==> src/rtl/led_seq_pkg.sv <==
// led_seq_pkg
// Shared types for the LED mode sequencer: display mode encoding, bounce
// direction, and the seed pattern that each mode starts from when loaded.
package led_seq_pkg;

    typedef enum logic [1:0] {
        MODE_COUNT  = 2'd0,
        MODE_ROTATE = 2'd1,
        MODE_BOUNCE = 2'd2,
        MODE_BLINK  = 2'd3
    } mode_e;

    typedef enum logic {
        DIR_LEFT  = 1'b0,
        DIR_RIGHT = 1'b1
    } dir_e;

    function automatic logic [7:0] seed_of(input mode_e m);
        logic [7:0] s;
        case (m)
            MODE_ROTATE: s = 8'h01;
            MODE_BOUNCE: s = 8'h01;
            default:     s = 8'h00;
        endcase
        return s;
    endfunction

endpackage

==> src/rtl/led_mode_sequencer_prescaler.sv <==
// led_prescaler
// Divides clk into a step strobe every MAX_COUNT running cycles.
// Ports:
//   clk   - system clock
//   rst   - synchronous reset, active-high
//   run   - 1 = count, 0 = hold
//   clear - synchronous restart of the count at 0 (used on mode load)
//   step  - combinational strobe, high while running at the terminal count
module led_prescaler #(
    parameter int unsigned MAX_COUNT = 100
) (
    input  logic clk,
    input  logic rst,
    input  logic run,
    input  logic clear,
    output logic step
);

    localparam int unsigned CNT_W = $clog2(MAX_COUNT);
    localparam logic [CNT_W-1:0] LAST = CNT_W'(MAX_COUNT - 1);

    logic [CNT_W-1:0] count;
    logic             at_last;

    assign at_last = (count == LAST);
    assign step    = run & at_last;

    always_ff @(posedge clk) begin
        if (rst || clear) begin
            count <= '0;
        end else if (run) begin
            count <= at_last ? '0 : count + CNT_W'(1);
        end
    end

endmodule

==> src/rtl/led_mode_sequencer.sv <==
// led_mode_sequencer
// Drives the 8 user LEDs with one of four animated patterns. A prescaler
// produces a step every MAX_COUNT running cycles; each step advances the
// pattern according to the active mode. A rising edge on mode_load selects
// mode_req and re-seeds the pattern.
// Ports:
//   clk       - system clock
//   rst       - synchronous reset, active-high
//   run       - 1 = prescaler and pattern advance, 0 = freeze
//   mode_req  - mode captured on a mode_load rising edge
//   mode_load - level input, its rising edge loads a mode
//   leds      - current pattern (registered)
//   mode      - active mode (registered)
//   tick      - one-cycle pulse in the cycle after the pattern advanced
//
// Pattern state:
//   mode  | meaning
//   COUNT | binary up-count, wraps FF -> 00
//   ROTATE| single bit rotates left, 80 -> 01
//   BOUNCE| single bit walks 01..80..01, dir flips at the end bits
//   BLINK | whole byte inverts every step
module led_mode_sequencer
    import led_seq_pkg::*;
#(
    parameter int unsigned MAX_COUNT = 100
) (
    input  logic       clk,
    input  logic       rst,
    input  logic       run,
    input  logic [1:0] mode_req,
    input  logic       mode_load,
    output logic [7:0] leds,
    output logic [1:0] mode,
    output logic       tick
);

    mode_e      mode_q, mode_d;
    dir_e       dir_q, dir_d;
    logic [7:0] leds_q, leds_d;
    logic       tick_q, tick_d;
    logic       mode_load_q;
    logic       load;
    logic       step;

    assign load = mode_load & ~mode_load_q;

    led_prescaler #(
        .MAX_COUNT(MAX_COUNT)
    ) u_prescaler (
        .clk  (clk),
        .rst  (rst),
        .run  (run),
        .clear(load),
        .step (step)
    );

    always_comb begin
        mode_d = mode_q;
        dir_d  = dir_q;
        leds_d = leds_q;
        tick_d = 1'b0;
        if (load) begin
            mode_d = mode_e'(mode_req);
            leds_d = seed_of(mode_e'(mode_req));
            dir_d  = DIR_LEFT;
        end else if (step) begin
            tick_d = 1'b1;
            case (mode_q)
                MODE_COUNT:  leds_d = leds_q + 8'd1;
                MODE_ROTATE: leds_d = {leds_q[6:0], leds_q[7]};
                MODE_BOUNCE: begin
                    // Turn around on reaching an end bit so the endpoints
                    // are shown once rather than twice.
                    if (dir_q == DIR_LEFT) begin
                        leds_d = {leds_q[6:0], 1'b0};
                        if (leds_d == 8'h80) dir_d = DIR_RIGHT;
                    end else begin
                        leds_d = {1'b0, leds_q[7:1]};
                        if (leds_d == 8'h01) dir_d = DIR_LEFT;
                    end
                end
                MODE_BLINK:  leds_d = ~leds_q;
                default:     leds_d = leds_q;
            endcase
        end
    end

    always_ff @(posedge clk) begin
        if (rst) begin
            mode_q      <= MODE_COUNT;
            dir_q       <= DIR_LEFT;
            leds_q      <= 8'h00;
            tick_q      <= 1'b0;
            mode_load_q <= 1'b0;
        end else begin
            mode_q      <= mode_d;
            dir_q       <= dir_d;
            leds_q      <= leds_d;
            tick_q      <= tick_d;
            mode_load_q <= mode_load;
        end
    end

    assign leds = leds_q;
    assign mode = mode_q;
    assign tick = tick_q;

endmodule

==> config.mk <==
export PLATFORM = sky130hd
export DESIGN_NAME = led_mode_sequencer
export DESIGN_NICKNAME = d
export VERILOG_FILES = /design/src/rtl/led_seq_pkg.sv /design/src/rtl/led_mode_sequencer_prescaler.sv /design/src/rtl/led_mode_sequencer.sv
export SDC_FILE = /design/constraint.sdc
export NUM_CORES = 1
export LEC_CHECK = 0
export ABC_AREA = 0
export BUFFER_PORTS_ARGS = -buffer_cell sky130_fd_sc_hd__buf_2
export CAP_MARGIN = 30
export CORE_ASPECT_RATIO = 0.75
export CORE_MARGIN = 4
export CORE_UTILIZATION = 53
export CTS_BUF_LIST = sky130_fd_sc_hd__clkbuf_2
export DETAILED_ROUTE_END_ITERATION = 12
export PLACE_DENSITY_LB_ADDON = 0.25
export SLEW_MARGIN = 20
export SYNTH_ARGS = -nofsm -noshare
export SYNTH_HDL_FRONTEND = slang
export SYNTH_SLANG_ARGS = --single-unit
==> constraint.sdc <==
create_clock -name clk -period 1.83 [get_ports clk]
set_input_delay 0.183 -clock clk [delete_from_list [all_inputs] [get_ports clk]]
set_output_delay 0.183 -clock clk [all_outputs]
set_load 0.02 [all_outputs]
==> impl_metrics.json <==
{
  "seq_area_frac_synth_pct": 30.9,
  "tightest_slew_ns": 0.618,
  "cts_root_buffer": "clkbuf_2",
  "internal-power_w": 0.000544,
  "multi_input_area_um2": 791,
  "path_depth": 5,
  "vdd_drop_max_uv": 412,
  "timing.final.crit_share_pct": 93.6,
  "die_h_um": 50.8,
  "setup.worst_path.start_class": "flip-flop",
  "crit_buf_inv": 0,
  "power.switching_w": 0.000218,
  "r2r_cells": 5,
  "grt_remaining_overflow": 0,
  "crit_family": "simple AND/OR/NAND/NOR gates",
  "num_vias": 1169,
  "cts_setup_buffers": 0,
  "via_per_inst": 5.73,
  "power_density_nw_per_um2": 530,
  "max_stage_delay_ns": 0.48,
  "cp_max_fo": 7,
  "grt_pass1_vias": 1111,
  "clock_power_share_pct": 24.5,
  "hold_depth": 2,
  "grt_pass1_wl_um": 5110,
  "ys_types": 42,
  "layout_setup_ws_ns": 0.117,
  "cp-end-kind": "flip-flop",
  "p_sw_share_pct": 28.6,
  "hold_viol_final": 0,
  "gp_congestion": 0.841,
  "r2r_slack_ns": 0.12,
  "synth_warnings": 0,
  "numPlacedInstances": 200,
  "start_util_pct": 56.0,
  "crit_slowest_cell": "or4_4",
  "layout-drive-gt1-share_pct": 24.7,
  "synth_ff_type": "dfxtp_1",
  "fin_cells": 204,
  "cts_tree": "yes",
  "synth.avg_cell_area_um2": 8.46,
  "final_max_slew_viol_count": 0,
  "io_pins": 17,
  "syn_inst": 153,
  "r2r-end": "leds[0]",
  "clk_latency_ns": 0.33,
  "cts.sinks": 20,
  "area_growth_pct": 11.1,
  "setup_viol": 0,
  "firstDrtPassIters": 4,
  "antenna_found_initial": 0,
  "synth_edf_count": 0,
  "core-area_um2": 2310,
  "syn_area_um2": 1290,
  "arrival_ns": 1.98,
  "hp-class": "input pin to flip-flop",
  "drt_iter0_markers": 133,
  "worstPathRequired_ns": 2.10,
  "cap_violations": 0,
  "rows": 15,
  "status": "completed",
  "diodes": 0,
  "numCtsBuffers": 3,
  "timing.fmax_mhz": 584,
  "nets": 180,
  "avgRoutedWirePerCell_um": 14.6,
  "n_fill_cell": 223,
  "ys_seq_elements": 20,
  "clk_pin_slew_ns": 0.19,
  "holdPathEnd": "leds[0]",
  "regToRegStartpoint": "u_prescaler.count[0]",
  "dieArea_um2": 3300,
  "grtUsageTotal_pct": 19.8,
  "die_w_um": 65.1,
  "ant_nets": 0,
  "cts_buffer_depth": 2,
  "path_class": "flip-flop to flip-flop",
  "grt_max_degree": 24,
  "critical_path.cell_chain": "ha_4 > nand4_4 > or4_4 > a211o_1 > a221oi_2",
  "p_comb_share_pct": 14.6,
  "finClkSkew_ns": 0.00761,
  "regArea_um2": 404,
  "synthArstFlopShare_pct": 0,
  "setup_tns_ns": 0,
  "slew_headroom_pct": 58.8,
  "p_leak_nw": 0.556,
  "layout_min_cycle_time_ns": 1.71,
  "drc_errors": 0,
  "dp_slack_ns": 0.0477,
  "routed_wl_um": 2980,
  "dp_hpwl_um": 2220,
  "h-tree-depth": 1,
  "rsz0062_at_grt": "no",
  "syn_nets": 162,
  "port_buffers": 16,
  "power_frac_seq_pct": 60.9,
  "min_from": "rst"
}
==> power groups by stage <==
stage	logic, W	registers, W	clock network, W
2_1_floorplan	0.0000862	0.000466	0
3_3_place_gp	0.000107	0.000470	0
3_5_place_dp	0.000110	0.000471	0
4_1_cts	0.000111	0.000462	0.000191
5_1_grt	0.000125	0.000467	0.000201
6_report	0.000111	0.000464	0.000186
==> routing by layer <==
layer / up-vias / wire length, um / track usage, % / share of wire (%)
met4: 0 / 8 / 1.03 / 0.27
li1: 589 / - / - / -
met2: 33 / 1380 / 34.1 / 46
met5: - / 0 / 0 / 0
met3: 2 / 188 / 5.15 / 6.3
met1: 545 / 1400 / 26.1 / 47
==> cell families after synthesis <==
logic type | synth area share [%]
AOI/OAI and AO/OA | 19.5
DFF | 30.9
and+or+nand+nor | 25.0
buffers and inverters | 8.90
xor gates and xnor gates | 4.74
adders and majority gates | 2.90
muxes | 7.93
==> worst max path at each step <==
stage,start,end,slack (ns)
after floorplan,u_prescaler.count[0],leds[0],0.06
after global placement,u_prescaler.count[0],leds[0],0.10
after detailed placement,u_prescaler.count[0],leds[0],0.05
after CTS,u_prescaler.count[0],leds[4],0.02
after global routing,u_prescaler.count[0],leds[0],0.01
final,u_prescaler.count[0],leds[0],0.12
==> sequential cells by signal, summed over array words and instances (netlist names) <==
signal	count
dir_q	1
u_prescaler.count	7
leds	8
tick	1
mode	2
mode_load_q	1
==> cell usage in the layout (no fill, tap or decap), types with 4 or more instances in the layout <==
cell type | netlist | final
nor2_1 | 20 | 20
xnor2_1 | 4 | 4
dfxtp_1 | 20 | 17
a21oi_1 | 10 | 10
nor2b_1 | 4 | 4
nand4_1 | 4 | 4
nand2_1 | 12 | 12
buf_4 | 1 | 11
o21ai_0 | 6 | 6
inv_1 | 5 | 5
buf_2 | 2 | 16
mux2i_1 | 8 | 8
==> stage by stage <==
stage	hold slack, ns	utilization, %	instance area, um^2	power (W)
after floorplan	0.249	-	1290	0.000552
after global placement	0.411	60.8	1400	0.000577
after detailed placement	0.417	60.8	1400	0.000581
after CTS	0.0322	61.7	1420	0.000764
after global routing	0.0465	62.3	1440	0.000793
final	0.0505	62.3	1440	0.000761
==> layout make-up <==
class	instances	area share (%)
Inverter	5	1.31
Sequential cell	20	28.1
Clock inverter	1	0.261
Clock buffer	3	1.04
Tap cell	34	2.96
Multi-Input combinational cell	114	55.0
Timing Repair Buffer	27	11.3
==> timing repair <==
action	CTS	global route
hold buffers	0	0
cloned	0	0
hold endpoints to repair	0	0
pin swaps	0	0
setup endpoints to repair	1	5
gates resized for setup	1	4
==> Yosys cell counts (2+ instances only) <==
library cell	n	share of area [%]
a311oi_1	2	1.4
nor3b_1	3	1.7
nand3_1	2	0.77
dfxtp_1	20	31
a21oi_1	10	3.9
buf_6	5	4.4
inv_1	5	1.5
nand2_1	12	3.5
o211ai_1	2	1.2
buf_2	2	0.77
a31oi_1	3	1.5
nand4_1	4	1.9
nor2_1	20	5.8
ha_1	3	2.9
a221oi_1	3	2.0
a211oi_1	3	1.7
nor3_1	2	0.77
and4_1	2	1.4
xor2_1	3	2.0
xnor2_1	4	2.7
nor2b_1	4	1.9
mux2i_1	8	6.2
clkbuf_1	6	1.7
o21ai_0	6	2.3
o211a_1	2	1.5
(Power assumes the default switching activity.)
